[src/rtl/regfile_wb_arbiter.sv]
//==============================================================================
// Module   : regfile_wb_arbiter
// Purpose  : Three-way writeback arbiter for the register file write port.
//            Optional macro WB_ARB_RR_EN selects round-robin base priority.
// Revision : 1.0 - initial release
//==============================================================================
`default_nettype none

module regfile_wb_arbiter #(
  parameter int DATA_W     = 32,
  parameter int ADDR_W     = 5,
  parameter int STARVE_MAX = 4
) (
  input  logic              CLK,
  input  logic              rst,
  input  logic              wb_stall,
  input  logic [2:0]        req_valid,
  input  logic [ADDR_W-1:0] req_addr0,
  input  logic [ADDR_W-1:0] req_addr1,
  input  logic [ADDR_W-1:0] req_addr2,
  input  logic [DATA_W-1:0] req_data0,
  input  logic [DATA_W-1:0] req_data1,
  input  logic [DATA_W-1:0] req_data2,
  output logic [2:0]        req_ready,
  output logic              WE3,
  output logic [ADDR_W-1:0] A3,
  output logic [DATA_W-1:0] WD3,
  output logic [2:0]        starve_flag
);

  localparam logic [3:0] c_starve_max = 4'(STARVE_MAX);

  logic [2:0][3:0]   r_cnt;
  logic [2:0]        r_flag;
  logic [2:0]        w_starved;
  logic [2:0]        w_grant;
  logic              w_xfer;
  logic [ADDR_W-1:0] w_sel_addr;
  logic [DATA_W-1:0] w_sel_data;

`ifdef WB_ARB_RR_EN
  logic [1:0] r_ptr;
`endif

  assign w_starved = req_valid & r_flag;

  always_comb begin
    w_grant = 3'b000;
    if (!wb_stall) begin
      if      (w_starved[0]) w_grant = 3'b001;
      else if (w_starved[1]) w_grant = 3'b010;
      else if (w_starved[2]) w_grant = 3'b100;
      else begin
`ifdef WB_ARB_RR_EN
        // Search order rotates so the last winner is considered last.
        case (r_ptr)
          2'd1: begin
            if      (req_valid[1]) w_grant = 3'b010;
            else if (req_valid[2]) w_grant = 3'b100;
            else if (req_valid[0]) w_grant = 3'b001;
          end
          2'd2: begin
            if      (req_valid[2]) w_grant = 3'b100;
            else if (req_valid[0]) w_grant = 3'b001;
            else if (req_valid[1]) w_grant = 3'b010;
          end
          default: begin
            if      (req_valid[0]) w_grant = 3'b001;
            else if (req_valid[1]) w_grant = 3'b010;
            else if (req_valid[2]) w_grant = 3'b100;
          end
        endcase
`else
        if      (req_valid[0]) w_grant = 3'b001;
        else if (req_valid[1]) w_grant = 3'b010;
        else if (req_valid[2]) w_grant = 3'b100;
`endif
      end
    end
  end

  always_comb begin
    w_sel_addr = req_addr0;
    w_sel_data = req_data0;
    if (w_grant[1]) begin
      w_sel_addr = req_addr1;
      w_sel_data = req_data1;
    end else if (w_grant[2]) begin
      w_sel_addr = req_addr2;
      w_sel_data = req_data2;
    end
  end

  assign w_xfer      = |w_grant;
  assign req_ready   = w_grant;
  assign starve_flag = r_flag;

  always_ff @(posedge CLK) begin
    if (rst) begin
      WE3    <= 1'b0;
      A3     <= '0;
      WD3    <= '0;
      r_cnt  <= '0;
      r_flag <= 3'b000;
`ifdef WB_ARB_RR_EN
      r_ptr  <= 2'd0;
`endif
    end else if (wb_stall) begin
      WE3 <= 1'b0;
    end else begin
      // Register 0 is hardwired, so its writes are accepted but never enabled.
      WE3 <= w_xfer && (w_sel_addr != '0);
      if (w_xfer) begin
        A3  <= w_sel_addr;
        WD3 <= w_sel_data;
      end
      for (int i = 0; i < 3; i++) begin
        if (!req_valid[i] || w_grant[i]) begin
          r_cnt[i]  <= 4'd0;
          r_flag[i] <= 1'b0;
        end else if (r_cnt[i] != c_starve_max) begin
          r_cnt[i]  <= r_cnt[i] + 4'd1;
          r_flag[i] <= ((r_cnt[i] + 4'd1) == c_starve_max);
        end
      end
`ifdef WB_ARB_RR_EN
      case (w_grant)
        3'b001:  r_ptr <= 2'd1;
        3'b010:  r_ptr <= 2'd2;
        3'b100:  r_ptr <= 2'd0;
        default: r_ptr <= r_ptr;
      endcase
`endif
    end
  end

endmodule

`default_nettype wire
[config.mk]
export PLATFORM = sky130hd
export DESIGN_NAME = regfile_wb_arbiter
export DESIGN_NICKNAME = d
export VERILOG_FILES = /design/src/rtl/regfile_wb_arbiter.sv
export SDC_FILE = /design/constraint.sdc
export NUM_CORES = 1
export LEC_CHECK = 0
export ABC_AREA = 1
export BUFFER_PORTS_ARGS = -buffer_cell sky130_fd_sc_hd__buf_2
export CAP_MARGIN = 20
export CORE_MARGIN = 5
export CORE_UTILIZATION = 40
export CTS_BUF_LIST = sky130_fd_sc_hd__clkbuf_8
export DETAILED_ROUTE_END_ITERATION = 12
export HOLD_SLACK_MARGIN = 0.03
export PLACE_DENSITY = 0.8
export SETUP_SLACK_MARGIN = 0.02
export SYNTH_ARGS = -nofsm -noshare
export SYNTH_HDL_FRONTEND = slang
export SYNTH_SLANG_ARGS = --single-unit
[constraint.sdc]
create_clock -name CLK -period 1.7 [get_ports CLK]
set_input_delay 0.34 -clock CLK [delete_from_list [all_inputs] [get_ports CLK]]
set_output_delay 0.34 -clock CLK [all_outputs]
set_load 0.05 [all_outputs]
### Word-level counts from Yosys, hierarchy flattened

Index checks and enable logic that the tools add are counted.

| word-level totals | value |
|---|---|
| word-level logic and storage cells | 60 |
| register bits | 53 |
| input bits | 117 |
| output and inout port bits | 44 |

| operators by class | value |
|---|---|
| bitwise gates (word level) | 2 |
| $add $sub $neg | 3 |
| multiplexer cells | 23 |
| eq/ne operators | 6 |
| reduce and logical (&&, ||, !) cells | 17 |

Operator list:

| cell | count |
|---|---|
| $mux W32 | 2 |
| $mux W4 | 6 |
| $mux W3 | 7 |
| $add A4 B1 Y4 const B | 3 |
| $eq A4 B3 Y1 const B | 3 |
| $ne A4 B3 Y1 const B | 3 |
| $mux W5 | 2 |
| $reduce_and A2 Y1 | 4 |
| $mux W1 | 6 |
| $reduce_bool A2 Y1 | 3 |
| $reduce_bool A5 Y1 | 1 |
| $and A3 B3 Y3 | 1 |
| $logic_not A1 Y1 | 3 |
| $logic_or A1 B1 Y1 | 3 |
| $reduce_or A3 Y1 | 1 |
| $reduce_or A2 Y1 | 1 |
| $logic_and A1 B1 Y1 | 1 |
| $not A1 Y1 | 1 |

### Logic depth before layout (Yosys ltp)

Gate-level depths: netlist (run 1).

| depth | value |
|---|---|
| depth after elaboration | 11 |
| depth in mapped cells | 11 |

### Worst setup path after synthesis (run 1)

OpenSTA, ideal clock, no wires.

| timing path | value |
|---|---|
| path kind | reg2out |
| from | register r_flag[2] (netlist: starve_flag[2]) |
| to | output port req_ready[1] |
| buffers on the path | 1 |
| slack | -0.256 ns |
| stages on the path, launching flop included | 7 |
| data required time | 1.360 ns |
| arrival | 1.616 ns |
| path through | dfxtp_1 nand2_1 nand3_1 nand2_1 nand2_2 clkbuf_1 inv_1 |

| between the ends | value |
|---|---|
| word-level cells in the longest chain between the ends | 5 |

RTL lines:

| item | line | RTL |
|---|---|---|
| from (decl) | 34 | `logic [2:0] r_flag;` |
| from (signal, indexed assignment) | 123 | `r_flag[i] <= ((r_cnt[i] + 4'd1) == c_starve_max);` |
| $and A3 B3 Y3 | 45 | `assign w_starved = req_valid & r_flag;` |
| $mux W3 | 52 | `else if (w_starved[2]) w_grant = 3'b100;` |
| $mux W3 | 51 | `else if (w_starved[1]) w_grant = 3'b010;` |
| $mux W3 | 50 | `if (w_starved[0]) w_grant = 3'b001;` |
| $mux W3 | 49 | `if (!wb_stall) begin` |
| to (decl) | 24 | `output logic [2:0] req_ready,` |

No other way between the ends.

### Worst setup path in the final report (run 1)

| timing path | value |
|---|---|
| from | register r_flag[0] (netlist: starve_flag[0]) |
| to | output port req_ready[1] |

| between the ends | value |
|---|---|
| word-level cells in the longest chain between the ends | 3 |

RTL lines:

| item | line |
|---|---|
| $and A3 B3 Y3 | 45 |
| $mux W3 | 50 |
| $mux W3 | 49 |

No other way between the ends.

==> summary.md, run 1 <==
| Metric | Value |
|---|---|
| FF+latch count, synth | `53` |
| I/O Buffers | `160` |
| H-Tree Depth | `2` |
| Initial DRC count | `around 140` |
| Post-Syn Area | `approximately 3000 µm²` |
| Startpoint types | `flip-flop` |
| Placed insts | `between 600 and 700` |
| GP Congestion | `0.807` |
| Fin. max-slew vios | `0` |
| Worst-path fanout max | `3` |
| Critical Path End Type | `output pin` |
| Worst vdd ir | `about 0.00028 V` |
| Number of flops mapped to enable cells by yosys | `0` |
| CTS buffer count | `5` |
| Synth Instances | `roughly 430` |
| F_max | `618 MHz` |
| Slowest cell on crit path | `dfxtp_2` |
| Yosys warning count | `0` |
| Top-count cell post-synth | `nand2_1` |
| Vias in the first global route | `3152` |
| Num rows | `31` |
| Final setup viols | `0` |
| Worst skew pair latency | `roughly 0.30 ns` |
| CTS tree | `yes` |
| Final cell count without fillers | `703` |
| # clock sinks | `53` |
| Fin. Hold Viols | `0` |
| Die W | `roughly 96 µm` |
| HP Class | `in2reg` |
| Antenna-violating nets left | `0` |
| Vias per cell | `4.90` |
| Avg Inst Size Synth | `just under 7 µm²` |
| Ant diodes | `0` |
| I/O pins | `about 160` |
| Max incr delay on CP | `roughly 0.34 ns` |
| Ranking of synthesized cells by area | `dfxtp_1 36%, nand2_1 12%, nand3_1 9.5%` |
| Core Region | `slightly above 7000 µm²` |
| Reg2Reg Setup Slack | `~0.15 ns` |
| Die H | `96.0 µm` |
| Hold slack | `around 0.32 ns` |
| Count of unique library cells instantiated by Yosys | `26` |
| Primary FF master, synth | `dfxtp_1` |
| CTS Buffer Depth | `2` |
| GR Util All Layers | `about 18%` |
| Net count after synthesis | `560` |
| Fraction of registers with async set/reset | `0%` |
| Share of the synthesized area in the top cell type | `between 30 and 40%` |
| Hold Buf Count CTS | `0` |
| Average wire per standard cell | `about 13 µm` |
| Vias post-DR | `~3400` |
| Yosys top cell by area | `dfxtp_1` |
| Final nets | `between 700 and 800` |
| Worst-path clk slew | `~0.090 ns` |
| Worst reg2reg path depth | `9` |
| Initial antenna violation count | `0` |
| Worst Hold Depth | `2` |
| Final critical-path share of the clock period | `a little over nine tenths` |
| Top cells by count, synth | `95 x nand2_1, 56 x nand3_1, 54 x o21ai_0` |
| Unrepaired setup endpoints after global routing | `yes` |
| Area grow syn2layout | `40.0%` |
| Largest net degree at the start of global routing | `44` |
| Most Frequent Cell on Critical Path | `inv_2` |
| Initial Util | `approximately two fifths` |
| Clock root buffer | `clkbuf_8` |
| Placement Setup Slack | `-0.0453 ns` |
| Hpwl dp | `between 7 and 8 mm` |
| Minimum clock period | `1.62 ns` |
| Max-cap violations | `0` |
| WL final | `about 9.2 mm` |
| Die ar. | `9220 µm²` |
| Share of cells above drive strength 1 | `36.4%` |
| Drc violations | `0` |
| Status | `completed` |
| Power Density | `about 740 nW/µm²` |
| Worst-Margin Slew | `around 0.27 ns` |
| Seq/Total Area, Yosys | `between 30% and 40%` |
| Clk_skew | `between 0.01 and 0.015 ns` |
| DR pass1 iterations | `4` |
| Crit path DAT | `about 1.3 ns` |
| Max_slew headroom | `81.8%` |
| Worst EP required | `1.36 ns` |
| P_leak | `2.18 nW` |
| CP Cell Sequence | `nand2_1 -> nand2_2 -> inv_2 -> nand2_4 -> buf_4 -> inv_2 -> buf_8` |
| Critical path class | `reg2out` |
| Fin worst setup slack | `between 0.08 and 0.09 ns` |
| First-pass GRT wire length | `13.6 mm` |
| Core Util, Final | `between 50% and 60%` |
| Total grt overflow | `0` |
## what timing repair did
item,in CTS,in global routing
setup endpoints to repair,3,17
gates cloned,0,1
buffers inserted,3,1
resized for setup,8,16
pin swaps,2,2
## cell families after synthesis
kind of cell,Yosys count,share of synthesized area [%]
simple gates,186,28.0
compound gates,128,21.6
flops,53,35.9
buf+inv,52,8.92
fa+ha+maj,9,3.81
xor+xnor,6,1.78
## sequential cells by signal, summed over array words and instances, names as in the netlist
name / cells
WD3: 32
starve_flag: 3
r_cnt: 12
WE3: 1
A3: 5
## per-stage QoR
step | cell area, µm² | power, mW | TNS (ns)
2_1_floorplan | 2960 | 2.07 | 0
3_3_place_gp | 3950 | 2.37 | 0
3_5_place_dp | 3950 | 2.40 | -0.0680
4_1_cts | 4080 | 3.07 | 0
5_1_grt | 4140 | 3.25 | -0.0162
6_report | 4140 | 3.06 | 0
## power breakdown
group / total, mW / leakage, nW / internal, mW / switching [mW]
logic: 1.00 / 1.69 / 0.348 / 0.657
registers: 1.40 / 0.440 / 1.34 / 0.0549
clock network: 0.656 / 0.0519 / 0.276 / 0.380
## worst max-delay path: cells and delay by family, from the launching register on
family	cells	cell delay [ns]
buffers and inverters	4	0.39
and+or+nand+nor	3	0.24
DFF	1	0.34
## cells in the final DEF (no fill, tap or decap), types with 2 or more instances in the layout
master    instances
a21oi_1          49
nand4_1           3
nand2_4           2
xor2_1            6
nor2_1           19
buf_4            24
inv_1            20
buf_6             3
nand3_1          55
buf_2           157
nand2_2           8
or2_1             2
inv_2             6
nand2_1          91
dfxtp_1          50
o21ai_0          47
o21ai_1          32
dfxtp_2           3
buf_12            4
clkbuf_8          5
ha_1              9
## per-layer routing
layer  up-vias  part of all wire, %  GRT usage, %
li1       1795                    -             -
met2        95                   51          34.2
met1      1546                   42          20.7
met3        10                  6.2          3.91
met4         0                  1.2          6.04
met5         -                    0             0
## worst paths after layout
kind | from | endpoint
worst max-delay path | starve_flag[0] | req_ready[1]
worst min-delay path | rst | starve_flag[0]
worst max register to register | starve_flag[0] | WD3[22]
worst min register to register | r_cnt[3] | r_cnt[3]
## layout make-up
class                           count  area [µm²]
Clock buffer                        5        68.8
Clock inverter                      3        11.3
Fill cell                         692        3070
Inverter                           24        92.6
Multi-Input combinational cell    329        1660
Sequential cell                    53        1060
Tap cell                           99         124
Timing Repair Buffer              190        1120
Note: power is estimated with default switching activity, not from simulation.
==> run 2: changes to the inputs <==
--- a/config.mk
+++ b/config.mk
@@ -7,13 +7,12 @@
 export LEC_CHECK = 0
 export ABC_AREA = 1
 export BUFFER_PORTS_ARGS = -buffer_cell sky130_fd_sc_hd__buf_2
-export CAP_MARGIN = 20
 export CORE_MARGIN = 5
-export CORE_UTILIZATION = 40
+export CORE_UTILIZATION = 46
 export CTS_BUF_LIST = sky130_fd_sc_hd__clkbuf_8
 export DETAILED_ROUTE_END_ITERATION = 12
 export HOLD_SLACK_MARGIN = 0.03
-export PLACE_DENSITY = 0.8
+export PLACE_DENSITY = 0.82
 export SETUP_SLACK_MARGIN = 0.02
 export SYNTH_ARGS = -nofsm -noshare
 export SYNTH_HDL_FRONTEND = slang
==> run 2 against run 1 <==
Clock power increased by 50%. Critical path depth decreased by 1. Wire length decreased by 3.1%. Sequential share of layout area increased by 0.35 points. Critical path type unchanged.
==> summary.md, run 2 (same netlist as run 1, synthesis figures left out) <==
| Metric | Value |
|---|---|
| Status | `completed (unchanged)` |
| Initial antenna violation count | `0 (unchanged)` |
| Reg area | `1060 µm² (unchanged)` |
| CTS Buffer Depth | `2 (unchanged)` |
| Clock root buffer | `clkbuf_8 (unchanged)` |
| Critical Path End Type | `output pin (unchanged)` |
| Worst-path fanout max | `5 (was 3)` |
| Fillers | `581 (was 692)` |
| # clock sinks | `53 (unchanged)` |
| Design Area, Final | `4090 µm² (was 4140 µm²)` |
| Final setup viols | `0 (unchanged)` |
| Clk_skew | `0.00716 ns (was 0.0104 ns)` |
| Final nets | `721 (was 729)` |
| Critical path class | `reg2out (unchanged)` |
| Biggest register | `WD3 (unchanged)` |
| Initial DRC count | `136 (was 139)` |
| Worst-Margin Slew | `0.285 ns (was 0.274 ns)` |
| Worst-path clk slew | `0.09 ns (about the same)` |
| Ant diodes | `0 (unchanged)` |
| Worst skew pair latency | `0.30 ns (about the same)` |
| Largest net degree at the start of global routing | `42 (was 44)` |
| Final critical-path share of the clock period | `93.9% (was 95.1%)` |
| Core Region | `6310 µm² (was 7210 µm²)` |
| Vias in the first global route | `3192 (was 3152)` |
| Max-cap violations | `0 (unchanged)` |
| Initial Util | `46.9% (was 41.0%)` |
| Fin. Hold Viols | `0 (unchanged)` |
| Worst vdd ir | `0.000470 V (was 0.000276 V)` |
| P_leak | `2.14 nW (was 2.18 nW)` |
| Crit path DAT | `1.26 ns (was 1.28 ns)` |
| Die ar. | `8140 µm² (was 9220 µm²)` |
| Average wire per standard cell | `13.3 µm (was 13.1 µm)` |
| DR pass1 iterations | `4 (unchanged)` |
| Dpl cell area | `3860 µm² (was 3950 µm²)` |
| Minimum clock period | `1.60 ns (was 1.62 ns)` |
| Startpoint types | `flip-flop (unchanged)` |
| CTS buffer count | `5 (unchanged)` |
| Multi-input logic area | `1660 µm² (about the same)` |
| Drc violations | `0 (unchanged)` |
| Unrepaired setup endpoints after global routing | `no (was yes)` |
| Num rows | `29 (was 31)` |
| F_max | `627 MHz (was 618 MHz)` |
| First-pass GRT wire length | `14.5 mm (was 13.6 mm)` |
| Commonest non-fill, non-tap cells in the layout | `157 x buf_2, 90 x nand2_1, 56 x nand3_1 (was 157 x buf_2, 91 x nand2_1, 55 x nand3_1)` |
| Die H | `90.2 µm (was 96.0 µm)` |
| Leading cell type in the layout, fill and taps excluded | `buf_2 (unchanged)` |
| GP Congestion | `0.901 (was 0.807)` |
| Max FFs per register | `32 (unchanged)` |
| I/O pins | `161 (unchanged)` |
| Biggest regs | `WD3: 32 flops, r_cnt: 12 flops, A3: 5 flops (unchanged)` |
| CTS tree | `yes (unchanged)` |
| Power Density | `822 nW/µm² (was 738 nW/µm²)` |
| Vias per cell | `5.11 (was 4.90)` |
| Hold slack | `0.310 ns (was 0.319 ns)` |
| GR Util All Layers | `20.9% (was 18.5%)` |
| WL final | `8.94 mm (was 9.23 mm)` |
| Total grt overflow | `0 (unchanged)` |
| Fin. max-slew vios | `0 (unchanged)` |
| H-Tree Depth | `2 (unchanged)` |
| HP Class | `in2reg (unchanged)` |
| Worst EP required | `1.36 ns (about the same)` |
| Max_slew headroom | `80.8% (was 81.8%)` |
| Vias post-DR | `3441 (was 3446)` |
| Antenna-violating nets left | `0 (unchanged)` |
| Area grow syn2layout | `38.1% (was 40.0%)` |
| Hpwl dp | `6.90 mm (was 7.06 mm)` |
| Die W | `90.2 µm (was 96.0 µm)` |
| I/O Buffers | `160 (unchanged)` |
| Share of cells above drive strength 1 | `35.9% (was 36.4%)` |
==> run 2: changes by cell type in the layout (fill, tap and decap cells not counted), moves of 2 or more <==
cell,before,now
inv_1,20,18
bufinv_16,0,2
buf_4,24,18
o21ai_0,47,53
o21ai_1,32,26
==> run 2: final timing paths <==
kind                       start              to  slack, ns  cells past startpoint
setup reg to reg  starve_flag[0]           A3[3]       0.14                      9
hold / removal               rst  starve_flag[2]       0.31                      2
hold reg to reg   starve_flag[1]  starve_flag[1]       0.49                      2
setup / recovery  starve_flag[0]    req_ready[2]       0.10                      6
==> run 2: where the power goes <==
part	switching (mW)	internal (mW)
Clock	0.399	0.585
Combinational	0.647	0.324
Sequential	0.0601	1.34
Total	1.11	2.25
==> run 2: final cells by class <==
| type | count | area share (%) |
|---|---|---|
| clock buffer | 5 | 1.68 |
| sequential | 53 | 26.1 |
| tap | 77 | 2.36 |
| timing repair buffer | 182 | 25.4 |
| inverter | 24 | 2.27 |
| multi-input combinational | 329 | 40.6 |
| clock inverter | 3 | 1.59 |
==> run 2: per-stage QoR <==
step | instances | setup TNS [ns] | util [%] | power, mW | worst slack [ns]
detailed placement | 659 | -0.719 | 61.1 | 2.38 | -0.0609
finish | 673 | 0 | 64.7 | 3.36 | 0.104
floorplan | 434 | 0 | - | 2.07 | 0.162
global route | 673 | 0 | 64.7 | 3.55 | 0.0133
global placement | 659 | -0.0195 | 61.1 | 2.36 | -0.0109
CTS | 667 | 0 | 63.5 | 3.38 | 0.00745
==> run 2: what timing repair did <==
action	CTS	global route
endpoints found under the setup margin	3	8
gates cloned	0	0
hold buffers	0	0
pin swaps	0	3
gates resized for setup	6	10
buffers inserted	0	6
==> run 2: critical path: stages, from the launching register on <==
cell	delay, ns
dfxtp_2	0.34
nand2_2	0.06
nand2_2	0.07
nor2_4	0.17
nand2_8	0.09
inv_4	0.08
buf_8	0.14
==> run 2: metal layers <==
metal | global-route usage [%] | vias to the layer above | part of all wire [%]
li1 | - | 1782 | -
met1 | 24.0 | 1543 | 40
met3 | 6.34 | 12 | 7.3
met2 | 37.4 | 104 | 52
met4 | 5.46 | 0 | 1.1
met5 | 0 | - | 0
==> run 3: changes to the inputs <==
--- a/config.mk
+++ b/config.mk
@@ -7,6 +7,7 @@
 export LEC_CHECK = 0
 export ABC_AREA = 1
 export BUFFER_PORTS_ARGS = -buffer_cell sky130_fd_sc_hd__buf_2
+export CORE_ASPECT_RATIO = 0.75
 export CORE_MARGIN = 5
 export CORE_UTILIZATION = 46
 export CTS_BUF_LIST = sky130_fd_sc_hd__clkbuf_8
==> constraint.sdc (replaced) <==
create_clock -name CLK -period 1.7 [get_ports CLK]
set_input_delay 0.255 -clock CLK [delete_from_list [all_inputs] [get_ports CLK]]
set_output_delay 0.255 -clock CLK [all_outputs]
set_load 0.05 [all_outputs]
==> run 3 against run 2 <==
Combinational power barely moved. Die area rose by 0.20%. Maximum frequency fell by 2.8%. Sequential power barely moved. Cell count rose by 0.89%. Clock-buffer cell count did not move. Critical path type unchanged. Cell area rose by 1.7%. Flip-flop and latch count did not move. Clock power rose by 1%. Global-route usage rose by 0.71 points. Sequential share of layout area fell by 0.42 points. Via count rose by 1.5%.
==> summary.md, run 3 (same netlist as run 1, synthesis figures left out) <==
| Metric | Value |
|---|---|
| Status | `completed (unchanged)` |
| Area grow syn2layout | `40.4% (was 38.1%)` |
| Commonest non-fill, non-tap cells in the layout | `158 x buf_2, 89 x nand2_1, 56 x nand3_1 (was 157 x buf_2, 90 x nand2_1, 56 x nand3_1)` |
| Core Util, Final | `66.1% (was 64.7%)` |
| Fin. max-slew vios | `0 (unchanged)` |
| GP Congestion | `0.864 (was 0.901)` |
| Vias in the first global route | `3257 (was 3192)` |
| Vias per cell | `5.14 (was 5.11)` |
| Core Region | `6290 µm² (was 6310 µm²)` |
| P_leak | `2.19 nW (was 2.14 nW)` |
| Minimum clock period | `1.64 ns (was 1.60 ns)` |
| Fin worst setup slack | `0.0588 ns (was 0.104 ns)` |
| Internal | `2.26 mW (was 2.25 mW)` |
| Seq pwr share | `41.2% (was 41.7%)` |
| Worst-path clk slew | `0.09 ns (about the same)` |
| GR Util All Layers | `21.6% (was 20.9%)` |
| Vias post-DR | `3493 (was 3441)` |
| Biggest regs | `WD3: 32 flops, r_cnt: 12 flops, A3: 5 flops (unchanged)` |
| WL final | `9.78 mm (was 8.94 mm)` |
| Biggest register | `WD3 (unchanged)` |
| Average wire per standard cell | `14.4 µm (was 13.3 µm)` |
| H-Tree Depth | `2 (unchanged)` |
| Worst skew pair latency | `0.30 ns (about the same)` |
| Final critical-path share of the clock period | `96.5% (was 93.9%)` |
| DR pass1 iterations | `4 (unchanged)` |
| Leading cell type in the layout, fill and taps excluded | `buf_2 (unchanged)` |
| Hpwl dp | `7.11 mm (was 6.90 mm)` |
| Placement Setup Slack | `0.0467 ns (was -0.0609 ns)` |
| Initial antenna violation count | `0 (unchanged)` |
| Worst-path fanout max | `10 (was 5)` |
| F_max | `609 MHz (was 627 MHz)` |
| Die ar. | `8150 µm² (was 8140 µm²)` |
| RR Startpoint | `starve_flag[0] (unchanged)` |
| Max-cap violations | `0 (unchanged)` |
| Share of cells above drive strength 1 | `36.3% (was 35.9%)` |
| I/O pins | `161 (unchanged)` |
| Crit path DAT | `1.39 ns (was 1.26 ns)` |
| Largest net degree at the start of global routing | `72 (was 42)` |
| Sw power | `1.13 mW (was 1.11 mW)` |
| CP Capture Point | `req_ready[2] (unchanged)` |
| CTS tree | `yes (unchanged)` |
| Initial Util | `47.1% (was 46.9%)` |
| Final setup viols | `0 (unchanged)` |
| CP startpoint | `starve_flag[0] (unchanged)` |
| Switching share of power | `33.4% (was 33.0%)` |
| Logic pwr share | `29.5% (was 28.9%)` |
| Die W | `103 µm (was 90.2 µm)` |
| I/O Buffers | `160 (unchanged)` |
| Clock root buffer | `clkbuf_8 (unchanged)` |
| Num rows | `25 (was 29)` |
| Hold slack | `0.218 ns (was 0.310 ns)` |
| CP Cell Sequence | `nand2_2 -> nand2_2 -> nor2_4 -> nand2_4 -> inv_4 -> buf_12 -> buf_12 (was nand2_2 -> nand2_2 -> nor2_4 -> nand2_8 -> inv_4 -> buf_8)` |
| First-pass GRT wire length | `14.2 mm (was 14.5 mm)` |
| Antenna-violating nets left | `0 (unchanged)` |
| Buf/Inv on CP | `3 (was 2)` |
| Max FFs per register | `32 (unchanged)` |
| Max incr delay on CP | `0.35 ns (was 0.34 ns)` |
| Final nets | `722 (was 721)` |
| Die H | `79.5 µm (was 90.2 µm)` |
| Worst vdd ir | `0.000510 V (was 0.000470 V)` |
| # clock sinks | `53 (unchanged)` |
| Initial DRC count | `201 (was 136)` |
| Startpoint types | `flip-flop (unchanged)` |
| Clk_skew | `0.00756 ns (was 0.00716 ns)` |
| Total grt overflow | `0 (unchanged)` |
| FF-to-FF End | `r_cnt[9] (was A3[3])` |
| Critical Path End Type | `output pin (unchanged)` |
| Drc violations | `0 (unchanged)` |
| Worst-Margin Slew | `0.289 ns (was 0.285 ns)` |
| HP Class | `in2reg (unchanged)` |
| Fin. Hold Viols | `0 (unchanged)` |
| Max_slew headroom | `80.7% (was 80.8%)` |
| Worst EP required | `1.44 ns (was 1.36 ns)` |
| Worst reg2reg path depth | `11 (was 9)` |
| Clock network fraction of design power | `29.4% (was 29.3%)` |
| Power Density | `817 nW/µm² (was 822 nW/µm²)` |
| CTS buffer count | `5 (unchanged)` |
| Reg2Reg Setup Slack | `0.12 ns (was 0.14 ns)` |
| CTS Buffer Depth | `2 (unchanged)` |
| CP delay by family, top | `simple AND/OR/NAND/NOR gates (unchanged)` |
| Hold Buf Count CTS | `0 (unchanged)` |
| Critical path class | `reg2out (unchanged)` |
| Levels on crit path | `7 (was 6)` |
| Slowest cell on crit path | `dfxtp_2 (unchanged)` |
==> run 3: changes by cell type in the layout (fill, tap and decap cells not counted) <==
cell	delta
buf_4	-2
clkbuf_16	+2
nand2_4	+2
a21oi_1	-1
a21oi_2	+1
buf_2	+1
buf_8	-1
bufbuf_16	+1
diode_2	+1
nand2_1	-1
nand2_8	-1
o21ai_0	+1
o21ai_1	-1
==> run 3: cell type report <==
cell class	instances	area, µm²
clock inverters	3	65.1
flip-flops and latches	53	1060
clock buffers	5	68.8
inverters	24	92.6
repair buffers	183	1100
fillers	574	2130
multi-input cells	329	1660
diodes	1	2.50
well taps	81	101
==> run 3: per-layer routing <==
layer  global-route usage (%)  wire length, µm  up-vias  share of wire (%)
met3                     6.38              998        7                 10
met5                        0                0        -                  0
met4                     5.77               85        0               0.87
met1                     24.4             3920     1550                 40
met2                     39.1             4780      153                 49
li1                         -                -     1783                  -
==> run 3: worst min-delay path by stage <==
stage | slack, ns | start | to | cells after the start
6_report | 0.22 | req_data1[7] | WD3[7] | 3
5_1_grt | 0.22 | req_data1[12] | WD3[12] | 3
4_1_cts | 0.22 | req_data1[7] | WD3[7] | 3
3_5_place_dp | 0.47 | starve_flag[2] | starve_flag[2] | 2
3_3_place_gp | 0.46 | r_cnt[3] | r_cnt[3] | 2
2_1_floorplan | 0.44 | req_data1[7] | WD3[7] | 2
==> run 3: worst min-delay path, delay by kind of cell <==
kind / cells / cell delay [ns]
AOI/OAI and AO/OA: 2 / 0.16
buffers and inverters: 1 / 0.07
==> run 3: repair_timing <==
| item | in CTS | in global routing |
|---|---|---|
| endpoints found under the setup margin | 2 | 28 |
| pin swaps | 2 | 2 |
| resized for setup | 5 | 13 |
| gates cloned | 1 | 2 |
| setup buffers | 4 | 3 |
==> run 3: power by group through the flow <==
stage | sequential [mW] | clock (mW) | combinational (mW)
2_1_floorplan | 1.72 | 0 | 0.342
3_3_place_gp | 1.42 | 0 | 0.929
3_5_place_dp | 1.42 | 0 | 0.950
4_1_cts | 1.40 | 1.02 | 0.970
5_1_grt | 1.41 | 1.07 | 1.08
6_report | 1.40 | 0.997 | 1.00
==> run 3: metrics by stage <==
step / cell area [µm²] / std cells / setup TNS, ns / power (mW)
after floorplan: 2960 / 434 / 0 / 2.06
after global placement: 3830 / 660 / 0 / 2.35
after detailed placement: 3830 / 660 / 0 / 2.37
after CTS: 4040 / 673 / 0 / 3.38
after global routing: 4150 / 678 / -0.00476 / 3.56
final: 4150 / 679 / 0 / 3.40
